[src/rtl/counter_sched_if.sv]
// Bundle between counter_sched and the requesters plus the external up-counter it drives.
// req is a level held by the requester; gnt stays high for the run, and done pulses once when the run ends.
interface counter_sched_if #(
    parameter int WIDTH = 4
);
    logic [1:0]       req;
    logic [WIDTH-1:0] len0;
    logic [WIDTH-1:0] len1;
    logic [WIDTH-1:0] count;
    logic             cnt_reset;
    logic             cnt_enable;
    logic [1:0]       gnt;
    logic [1:0]       done;
    logic             busy;
    logic             err;
    logic [1:0]       state_dbg;

    modport master (
        output req, len0, len1, count,
        input  cnt_reset, cnt_enable, gnt, done, busy, err, state_dbg
    );

    modport slave (
        input  req, len0, len1, count,
        output cnt_reset, cnt_enable, gnt, done, busy, err, state_dbg
    );
endinterface

[src/rtl/counter_sched.sv]
// Round-robin scheduler that gives one of two requesters a timed run of an external counter.
// Optional macro COUNTER_SCHED_CHECK_EN adds a count-vs-len check in DONE, reported on err.
module counter_sched #(
    parameter int WIDTH = 4
) (
    input logic             clk,
    input logic             reset,
    counter_sched_if.slave  bus
);
    typedef enum logic [1:0] {
        IDLE  = 2'd0,
        CLEAR = 2'd1,
        RUN   = 2'd2,
        DONE  = 2'd3
    } state_t;

    state_t           state_q, state_d;
    logic [WIDTH-1:0] remaining_q, remaining_d;
    logic             last_q, last_d;
    logic             win_q, win_d;
    logic [1:0]       gnt_q, gnt_d;
    logic [1:0]       done_q, done_d;
    logic             cnt_reset_q, cnt_reset_d;
    logic             cnt_enable_q, cnt_enable_d;
    logic             busy_q, busy_d;
    logic             pick;

    always_comb begin
        // On a tie the requester that was not served last wins.
        pick         = (bus.req == 2'b11) ? ~last_q : bus.req[1];
        state_d      = state_q;
        remaining_d  = remaining_q;
        last_d       = last_q;
        win_d        = win_q;

        case (state_q)
            IDLE: begin
                if (bus.req != 2'b00) begin
                    state_d     = CLEAR;
                    win_d       = pick;
                    remaining_d = pick ? bus.len1 : bus.len0;
                end
            end
            CLEAR: begin
                state_d = (remaining_q != '0) ? RUN : DONE;
            end
            RUN: begin
                remaining_d = remaining_q - WIDTH'(1);
                if (remaining_q == WIDTH'(1)) begin
                    state_d = DONE;
                end
            end
            DONE: begin
                last_d  = win_q;
                state_d = IDLE;
            end
            default: state_d = IDLE;
        endcase

        if (reset) begin
            state_d     = IDLE;
            remaining_d = '0;
            last_d      = 1'b1;
            win_d       = 1'b0;
        end

        gnt_d        = ((state_d == CLEAR) || (state_d == RUN)) ? (win_d ? 2'b10 : 2'b01) : 2'b00;
        done_d       = (state_d == DONE) ? (win_d ? 2'b10 : 2'b01) : 2'b00;
        cnt_reset_d  = (state_d == CLEAR);
        cnt_enable_d = (state_d == RUN);
        busy_d       = (state_d != IDLE);
    end

    always_ff @(posedge clk) begin
        state_q      <= state_d;
        remaining_q  <= remaining_d;
        last_q       <= last_d;
        win_q        <= win_d;
        gnt_q        <= gnt_d;
        done_q       <= done_d;
        cnt_reset_q  <= cnt_reset_d;
        cnt_enable_q <= cnt_enable_d;
        busy_q       <= busy_d;
    end

    assign bus.gnt        = gnt_q;
    assign bus.done       = done_q;
    assign bus.cnt_reset  = cnt_reset_q;
    assign bus.cnt_enable = cnt_enable_q;
    assign bus.busy       = busy_q;
    assign bus.state_dbg  = state_q;

`ifdef COUNTER_SCHED_CHECK_EN
    // remaining has counted down to zero by DONE, so the granted length is kept separately.
    logic [WIDTH-1:0] len_q, len_d;

    always_comb begin
        len_d = len_q;
        if ((state_q == IDLE) && (bus.req != 2'b00)) begin
            len_d = pick ? bus.len1 : bus.len0;
        end
        if (reset) begin
            len_d = '0;
        end
    end

    always_ff @(posedge clk) begin
        len_q <= len_d;
    end

    assign bus.err = (state_q == DONE) && (bus.count != len_q);
`else
    assign bus.err = 1'b0;
`endif
endmodule

[src/flat_wrapper.sv]
// flat-port wrapper written by rule: the top's interface ports become plain ports
module counter_sched_flat 
#(
    parameter int WIDTH = 4
)
  (clk, reset, bus_req, bus_len0, bus_len1, bus_count, bus_cnt_reset, bus_cnt_enable, bus_gnt, bus_done, bus_busy, bus_err, bus_state_dbg);
  counter_sched_if #(.WIDTH(WIDTH)) bus_i ();
  input logic clk;
  input logic reset;
  input wire logic [$bits(bus_i.req)-1:0] bus_req;
  input wire logic [$bits(bus_i.len0)-1:0] bus_len0;
  input wire logic [$bits(bus_i.len1)-1:0] bus_len1;
  input wire logic [$bits(bus_i.count)-1:0] bus_count;
  output wire logic [$bits(bus_i.cnt_reset)-1:0] bus_cnt_reset;
  output wire logic [$bits(bus_i.cnt_enable)-1:0] bus_cnt_enable;
  output wire logic [$bits(bus_i.gnt)-1:0] bus_gnt;
  output wire logic [$bits(bus_i.done)-1:0] bus_done;
  output wire logic [$bits(bus_i.busy)-1:0] bus_busy;
  output wire logic [$bits(bus_i.err)-1:0] bus_err;
  output wire logic [$bits(bus_i.state_dbg)-1:0] bus_state_dbg;
  assign bus_i.req = bus_req;
  assign bus_i.len0 = bus_len0;
  assign bus_i.len1 = bus_len1;
  assign bus_i.count = bus_count;
  assign bus_cnt_reset = bus_i.cnt_reset;
  assign bus_cnt_enable = bus_i.cnt_enable;
  assign bus_gnt = bus_i.gnt;
  assign bus_done = bus_i.done;
  assign bus_busy = bus_i.busy;
  assign bus_err = bus_i.err;
  assign bus_state_dbg = bus_i.state_dbg;
  counter_sched #(.WIDTH(WIDTH)) u_core (.clk(clk), .reset(reset), .bus(bus_i));
endmodule
[config.mk]
export PLATFORM = sky130hd
export DESIGN_NAME = counter_sched_flat
export DESIGN_NICKNAME = d
export VERILOG_FILES = /design/src/rtl/counter_sched_if.sv /design/src/rtl/counter_sched.sv /design/src/flat_wrapper.sv
export SDC_FILE = /design/constraint.sdc
export NUM_CORES = 1
export LEC_CHECK = 0
export CORE_MARGIN = 2
export CORE_UTILIZATION = 44
export DETAILED_ROUTE_END_ITERATION = 8
export PLACE_DENSITY_LB_ADDON = 0.15
export RECOVER_POWER = 50
export SLEW_MARGIN = 5
export SYNTH_ARGS = -nofsm -noshare
export SYNTH_HDL_FRONTEND = slang
export SYNTH_SLANG_ARGS = --single-unit
export TNS_END_PERCENT = 10
[constraint.sdc]
create_clock -name clk -period 2.7 [get_ports clk]
set_clock_uncertainty 0.05 [all_clocks]
set_input_delay 0.405 -clock clk [delete_from_list [all_inputs] [get_ports clk]]
set_output_delay 0.405 -clock clk [all_outputs]
set_load 0.01 [all_outputs]
## After elaboration in Yosys (flattened, before gate mapping)

Cells that the tools add are included.

| word-level totals | value |
|---|---|
| register bits | 15 |
| output and inout port bits | 10 |

| operators by class | value |
|---|---|
| reduce and logical (&&, ||, !) cells | 7 |
| $add $sub $neg | 1 |
| mux-type cells | 13 |
| equality and inequality tests | 9 |
| bitwise gates (word level) | 1 |

Operators with widths:

| cell | number |
|---|---|
| $eq 2x2->1 const B | 5 |
| $mux 2 | 4 |
| $mux 4 | 2 |
| $pmux 2 s4 | 1 |
| $pmux 4 s2 | 1 |
| $reduce_bool 2->1 | 3 |
| $mux 1 | 5 |
| $eq 2x1->1 const B | 2 |
| $eq 4x1->1 const B | 1 |
| $reduce_bool 4->1 | 1 |
| $sub 4x1->4 const B | 1 |
| $logic_not 2->1 | 1 |
| $ne 2x1->1 const B | 1 |
| $reduce_and 2->1 | 1 |
| $logic_or 1x1->1 | 1 |
| $not 1->1 | 1 |

## Longest topological paths before layout

Gate-level depths: netlist of run 1.

| logic depth | value |
|---|---|
| depth after elaboration | 6 |
| depth in mapped cells | 8 |
| gate-level depth less buffers | 7 |

## Worst setup path after synthesis of run 1

No wires, ideal clock.

| timing path | value |
|---|---|
| path kind | register to register |
| from | reg u_core.state_q[0] (netlist: u_core.bus.state_dbg[0]) |
| to | reg u_core.gnt_q[0] (netlist: u_core.bus.gnt[0]) |
| clock period less this slack | 2061 ps |
| buffers on the path | 0 |
| data required time | 2528 ps |
| stages on the path, launching flop included | 8 |
| setup time | 122 ps |
| arrival | 1889 ps |
| slack | 639 ps |
| cell sequence | dfxtp_1 -> inv_1 -> ha_1 -> or3b_4 -> a21boi_0 -> o21ai_0 -> ha_1 -> nor2b_1 |

| between the ends | value |
|---|---|
| word-level cells in the longest chain between the ends | 5 |
| elaborated cells between the ends (all ways) | 14 |
| those cells by class | 5 x eq/ne; 7 x mux; 2 x reduce/logical |

Ends and longest elaborated chain:

| element | RTL line | source |
|---|---|---|
| from (decl) | counter_sched.sv:17 | `state_t state_q, state_d;` |
| from (signal assigned) | counter_sched.sv:75 | `state_q <= state_d;` |
| $eq 2x2->1 (tied with other cells) | counter_sched.sv:36 | `case (state_q)` |
| $pmux 2 s4 | counter_sched.sv:36 |  |
| $mux 2 | counter_sched.sv:60 | `if (reset) begin` |
| $eq 2x1->1 / $eq 2x2->1 (equally long branches) | counter_sched.sv:67 | `gnt_d = ((state_d == CLEAR) \|\| (state_d == RUN)) ? (win_d ? 2'b10 : 2'b01) : 2'b00;` |
| $logic_or 1x1->1 | counter_sched.sv:67 |  |
| to (signal assigned) | counter_sched.sv:79 | `gnt_q <= gnt_d;` |
| to (decl) | counter_sched.sv:21 | `logic [1:0] gnt_q, gnt_d;` |

Parallel ways exist; a longest one is shown, timed or not.
A chain may end at the register's enable or synchronous reset.

## Final worst setup path of run 1

Same ends and word-level chain as after synthesis.

==> results.py, run 1 <==
metrics = {
    "layout": {
        "nNetsFinal": 129,
        "area_growth_pct": 30.4,
        "ff_latch_area_um2": 300,
        "drive_gt1_frac": 0.0990,
        "multi_input_area_um2": 440,
        "fillers": 161,
        "final_core_util": 0.601,
        "num_antenna_cells": 0,
    },
    "setup_path": {
        "cpPeakStageDelay_ps": 460,
        "cpMaxStageDelayCell": "or3b_4",
        "path_max_fanout": 7,
        "crit_top_cell": "ha_1",
        "crit_type": "flip-flop to flip-flop",
        "r2r_cells": 7,
        "cp-end-kind": "flip-flop",
        "critPathArrivalTime_ps": 2350,
        "crit_family": "simple AND/OR/NAND/NOR gates",
        "critPathBufInv": 1,
        "crit_chain": "inv_1 > ha_1 > or3b_4 > a21boi_0 > o21ai_0 > ha_1 > nor2b_1",
        "start_kind": "flip-flop",
        "cp.depth": 7,
        "worstPathRequired_ps": 2830,
    },
    "sta": {
        "period_needed_ps": 2230,
        "post-route-period-util": 0.825,
        "hold_viol_final": 0,
        "fin_hold_ws_ps": 453,
        "setup_ws_ps": 473,
        "relSlewSlack": 0.459,
        "fin_tns_setup_ps": 0,
        "rsz0062_at_grt": "false",
        "finalSetupViolations": 0,
        "max_freq_ghz": 0.449,
        "slew_viol_final": 0,
        "worst_slew_pin_slew_ps": 804,
    },
    "synthesis": {
        "synth_cells": 80,
        "synth-async-reset-ratio": 0,
        "synth_top_area_cell": "dfxtp_1",
        "netlist.area_leader.share": 0.382,
        "synth_fa_ha_area_frac": 0.175,
        "synth_compound_area_frac": 0.194,
        "ys_seq_area_frac": 0.382,
        "muxShareOfSynthArea": 0.0429,
        "synth_top_family_by_area": "compound AO/OA/AOI/OAI gates",
        "ys_ff_latch": 15,
        "synth_area_leaders": "dfxtp_1 (38%), ha_1 (17%), inv_1 (3.3%), nor2b_1 (3.2%), mux2_2 (2.9%)",
        "synth-xor-area-share": 0,
        "synth_area_um2": 787,
        "synth_commonest_cells": "dfxtp_1 (15), ha_1 (11), inv_1 (7)",
        "synthFlopType": "dfxtp_1",
        "yosysUniqueCellTypes": 34,
        "syn_nets": 107,
        "synth_simple_gate_area_frac": 0.148,
        "synth.most_common_cell": "dfxtp_1",
        "ys_warn_count": 0,
        "synth_edf_count": 0,
        "synth_area_per_cell_um2": 9.84,
    },
    "floorplanning": {
        "die_w_um": 46.3,
        "ios": 26,
        "rows": 15,
        "start_util": 0.461,
        "die_area_um2": 2140,
        "fp.dieH_um": 46.3,
        "core_um2": 1710,
    },
    "clock_tree": {
        "clk_pin_slew_ps": 100,
        "cts_root_buf": "clkbuf_4",
        "post-cts-setup-buffers": 0,
        "clockBufferDepth": 2,
        "clock-sinks": 15,
        "cts.htree.levels": 1,
        "cts_tree": "built",
        "cts_resized": 0,
        "clkLatencyLatePin_ps": 280,
        "cts_hold_buf": 0,
        "cts-buffers-inserted": 3,
    },
    "worst_hold_path": {
        "hold_depth": 1,
        "holdCritPathClass": "flip-flop to flip-flop",
    },
    "detailed_routing": {
        "wire_per_inst_um": 12.0,
        "vias": 623,
        "drtIter0Drc": 15,
        "drc": 0,
        "vias_per_cell": 4.94,
        "drt_first_pass_iters": 4,
        "wirelength_um": 1510,
        "antenna_left": 0,
    },
    "placement": {
        "portBuffers": 20,
        "place.gp.congestion": 0.777,
        "place_ws_ps": 314,
        "dp_hpwl_um": 1160,
    },
    "grt": {
        "grt_pass1_vias": 538,
        "antenna_found_initial": 0,
        "grt_pass1_wl_um": 2350,
        "gr-total-overflow": 0,
        "grt_max_degree": 11,
        "grt.total_usage": 0.156,
    },
    "run_status": {
        "outcome": "complete, no violations",
    },
    "power": {
        "power.leakage_nw": 0.446,
        "p_per_area_nw_per_um2": 932,
        "irDropWorstVdd_mv": 0.511,
    },
    "job": {
        "cap_viol_max_count": 0,
    },
}
## power breakdown
group | switching (W) | internal [W]
combinational | 0.000249 | 0.000228
sequential | 0.0000512 | 0.000299
clock | 0.0000745 | 0.0000549
total | 0.000375 | 0.000581
## worst register-to-register path, delay by kind of cell (launching register included)
kind / cells / cell delay (ps)
AO/OA/AOI/OAI: 2 / 440
adder cells (fa/ha/maj): 2 / 590
buffers and inverters: 1 / 100
flip-flops: 1 / 370
AND/OR/NAND/NOR: 2 / 590
## routing by layer
layer  part of all wire  GRT usage
met1               0.46      0.202
met2               0.47      0.233
met3              0.068     0.0392
met4             0.0066     0.0857
met5                  0          0
## state kept, by name (all words and copies together), names as in the netlist
register and flops:
u_core.bus.state_dbg 2, u_core.bus.cnt_enable 1, u_core.bus.done 2, u_core.remaining_q 4, u_core.bus.busy 1, u_core.bus.cnt_reset 1
u_core.last_q 1, u_core.bus.gnt 2, u_core.win_q 1
## cell families (layout without fill, tap and decap cells)
logic type	after synthesis	count (layout)
other cells	1	1
simple gates	20	20
mux	3	3
flops	15	15
compound gates	20	20
buf+inv	10	31
fa+ha+maj	11	11
## stage by stage
step	instances	area (um^2)	total power (W)
CTS	126	1030	0.000985
global route	126	1030	0.00104
floorplan	80	787	0.000673
global placement	122	1000	0.000838
finish	126	1030	0.000956
detailed placement	122	1000	0.000854
## path summary, 6_finish.rpt
check	slack (ps)	end	start
worst max-delay path	470	u_core.bus.gnt[0]$_SDFF_PN0_	u_core.bus.state_dbg[0]$_DFF_P_
worst min-delay path	450	u_core.last_q$_SDFFE_PP1N_	u_core.win_q$_DFF_P_
worst max register to register	470	u_core.bus.gnt[0]$_SDFF_PN0_	u_core.bus.state_dbg[0]$_DFF_P_
worst min register to register	450	u_core.last_q$_SDFFE_PP1N_	u_core.win_q$_DFF_P_
## cell type report
cell class,count,share of cell area
inverters,7,0.0256
multi-input cells,55,0.429
flip-flops and latches,15,0.293
clock buffers,3,0.0220
well taps,25,0.0305
repair buffers,20,0.195
clock inverters,1,0.00488
## layout by cell type, fill, tap and decap left out
cell type / netlist / final
a211o_1: 1 / 1
a211o_2: 1 / 1
a211oi_1: 1 / 1
a21boi_0: 1 / 2
a21oi_1: 2 / 2
a22oi_1: 2 / 2
a22oi_2: 1 / 1
a31oi_1: 3 / 3
and2_1: 2 / 2
clkbuf_4: 0 / 3
clkdlybuf4s50_1: 0 / 10
clkinv_2: 0 / 1
conb_1: 1 / 1
dfxtp_1: 15 / 15
dlygate4sd3_1: 0 / 10
ha_1: 11 / 11
inv_1: 7 / 7
mux2_1: 1 / 1
mux2_2: 2 / 2
nand2_1: 4 / 4
nand2b_1: 1 / 1
nand3_1: 1 / 1
nand3b_1: 2 / 2
nand4_1: 1 / 1
nand4b_1: 1 / 1
nor2_1: 3 / 3
nor2b_1: 4 / 4
o211a_1: 1 / 1
o211ai_1: 1 / 1
o21a_1: 1 / 1
o21ai_0: 2 / 2
o21ai_2: 1 / 1
o31ai_1: 1 / 1
or3b_4: 1 / 1
No activity file was read; power rests on OpenSTA's default activity.
==> inputs of run 2 (changes only) <==
==> constraint.sdc (replaced) <==
create_clock -name clk -period 2.25 [get_ports clk]
set_clock_uncertainty 0.05 [all_clocks]
set_input_delay 0.3375 -clock clk [delete_from_list [all_inputs] [get_ports clk]]
set_output_delay 0.3375 -clock clk [all_outputs]
set_load 0.01 [all_outputs]
==> run 2 against run 1 <==
Against the previous run:
- die area is the same
- utilization grew 2.4 points
- design area grew 4.0%
- fmax grew 11%
- hold slack lost 19 ps
- worst setup slack lost 230 ps
- register-to-register slack lost 230 ps
- sequential share of layout area shrank 1.1 points
- power grew 25%
- first-iteration DRC count shrank 87%
- wire length grew 3.1%
- sequential cell count is the same
- critical path type unchanged
- largest cell class unchanged
- largest power group unchanged
==> results.py, run 2 (synthesized netlist as in run 1, its figures left out) <==
metrics = {
    "layout": {
        "multi_input_area_um2": 444,
        "ff_latch_area_um2": 300,
        "area_growth_pct": 35.6,
        "fillers": 155,
        "drive_gt1_frac": 0.151,
        "largest_register": "u_core.remaining_q",
        "nNetsFinal": 134,
        "largest_reg_flops": 4,
        "final_cell_mix": "dfxtp_1 (15), ha_1 (11), clkdlybuf4s50_1 (11)",
        "final_common_cell": "dfxtp_1",
        "num_antenna_cells": 0,
    },
    "detailed_routing": {
        "wirelength_um": 1560,
        "drt_first_pass_iters": 3,
        "drc": 0,
        "antenna_left": 0,
        "vias": 654,
        "vias_per_cell": 4.99,
        "drtIter0Drc": 2,
        "wire_per_inst_um": 11.9,
    },
    "setup_path": {
        "worstPathRequired_ps": 2380,
        "r2r_cells": 8,
        "critPathArrivalTime_ps": 2140,
        "cp-end-kind": "flip-flop",
        "reg2reg_slack_ps": 240,
        "path_max_fanout": 6,
        "r2r_end": "u_core.bus.gnt[0]$_SDFF_PN0_",
        "crit_type": "flip-flop to flip-flop",
        "r2r-start": "u_core.bus.state_dbg[0]$_DFF_P_",
        "startpoint": "u_core.bus.state_dbg[0]$_DFF_P_",
        "start_kind": "flip-flop",
    },
    "power": {
        "power.switching_w": 0.000463,
        "swShare": 0.388,
        "power_frac_comb": 0.519,
        "p_per_area_nw_per_um2": 1120,
        "clockPowerShare": 0.130,
        "irDropWorstVdd_mv": 0.566,
        "p_int_w": 0.000729,
        "pwr-share-seq": 0.351,
        "power.leakage_nw": 0.472,
    },
    "placement": {
        "place_ws_ps": 14.6,
        "place.gp.congestion": 0.765,
        "dp_hpwl_um": 1250,
        "portBuffers": 20,
    },
    "grt": {
        "antenna_found_initial": 0,
        "grt_pass1_wl_um": 2420,
        "grt_max_degree": 11,
        "gr-total-overflow": 0,
        "grt.total_usage": 0.161,
        "grt_pass1_vias": 589,
    },
    "clock_tree": {
        "post-cts-setup-buffers": 0,
        "clock-sinks": 15,
        "cts-buffers-inserted": 3,
        "cts_root_buf": "clkbuf_4",
        "clockBufferDepth": 2,
        "cts_tree": "built",
        "clkLatencyLatePin_ps": 290,
        "cts_hold_buf": 0,
        "clk_pin_slew_ps": 90,
        "cts.htree.levels": 1,
        "cts_resized": 0,
    },
    "floorplanning": {
        "rows": 15,
        "fp.dieH_um": 46.3,
        "core_um2": 1710,
        "die_w_um": 46.3,
        "die_area_um2": 2140,
        "start_util": 0.461,
        "ios": 26,
    },
    "sta": {
        "setup_ws_ps": 242,
        "rsz0062_at_grt": "false",
        "max_freq_ghz": 0.498,
        "hold_viol_final": 0,
        "period_needed_ps": 2010,
        "slew_viol_final": 0,
        "post-route-period-util": 0.892,
        "finalSetupViolations": 0,
        "fin_tns_setup_ps": 0,
    },
    "worst_hold_path": {
        "worstHoldStart": "u_core.win_q$_DFF_P_",
        "hold_depth": 1,
        "holdCritPathClass": "flip-flop to flip-flop",
        "hold_end": "u_core.last_q$_SDFFE_PP1N_",
    },
    "run_status": {
        "outcome": "complete, no violations",
    },
    "job": {
        "cap_viol_max_count": 0,
    },
}
## run 2: cell types whose count changed in the layout (fill, tap and decap cells not counted)
cell             before  now
o21ai_0               2    1
a21boi_2              0    1
dlygate4sd3_1        10    9
buf_4                 0    5
a21boi_0              2    1
o21ai_1               0    1
clkdlybuf4s50_1      10   11
## run 2: how the worst max path moves through the flow
stage | to | cells after the start
2_1_floorplan | u_core.bus.gnt[0]$_SDFF_PN0_ | 7
3_3_place_gp | u_core.bus.gnt[0]$_SDFF_PN0_ | 6
3_5_place_dp | u_core.bus.gnt[0]$_SDFF_PN0_ | 6
4_1_cts | u_core.bus.gnt[0]$_SDFF_PN0_ | 8
5_1_grt | u_core.bus.gnt[0]$_SDFF_PN0_ | 8
6_report | u_core.bus.gnt[0]$_SDFF_PN0_ | 8
## run 2: layer usage
metal | routed length (um) | up-vias | part of all wire | GRT usage
met2 | 752 | 14 | 0.48 | 0.258
met3 | 85 | 5 | 0.055 | 0.0431
met4 | 23 | 0 | 0.015 | 0.0686
met5 | 0 | - | 0 | 0
li1 | - | 327 | - | -
met1 | 697 | 308 | 0.45 | 0.200
## run 2: critical path: stages, from the launching register on
cell      delay [ps]
dfxtp_1          430
inv_1            100
ha_1             240
buf_4            160
a31oi_1          170
a21boi_0         140
o21ai_1          210
ha_1             280
nor2b_1          130
## run 2: power by group through the flow
stage / clock [W] / sequential, W / combinational, W
4_1_cts: 0.000158 / 0.000421 / 0.000646
3_5_place_dp: 0 / 0.000428 / 0.000642
2_1_floorplan: 0 / 0.000444 / 0.000363
3_3_place_gp: 0 / 0.000425 / 0.000616
5_1_grt: 0.000171 / 0.000431 / 0.000694
6_report: 0.000155 / 0.000419 / 0.000619
## run 2: final cells by class
| class | count | share of cell area |
|---|---|---|
| well taps | 25 | 0.0293 |
| repair buffers | 25 | 0.223 |
| multi-input cells | 55 | 0.416 |
| clock inverters | 1 | 0.00469 |
| clock buffers | 3 | 0.0211 |
| inverters | 7 | 0.0246 |
| flip-flops and latches | 15 | 0.281 |
## run 2: through the flow
| step | instance area (um^2) | utilization | power [W] | hold slack (ps) | instances |
|---|---|---|---|---|---|
| floorplan | 787 | - | 0.000808 | 386 | 80 |
| global placement | 1040 | 0.609 | 0.00104 | 420 | 127 |
| detailed placement | 1040 | 0.609 | 0.00107 | 420 | 127 |
| CTS | 1070 | 0.625 | 0.00123 | 441 | 131 |
| global route | 1070 | 0.625 | 0.00130 | 448 | 131 |
| finish | 1070 | 0.625 | 0.00119 | 434 | 131 |
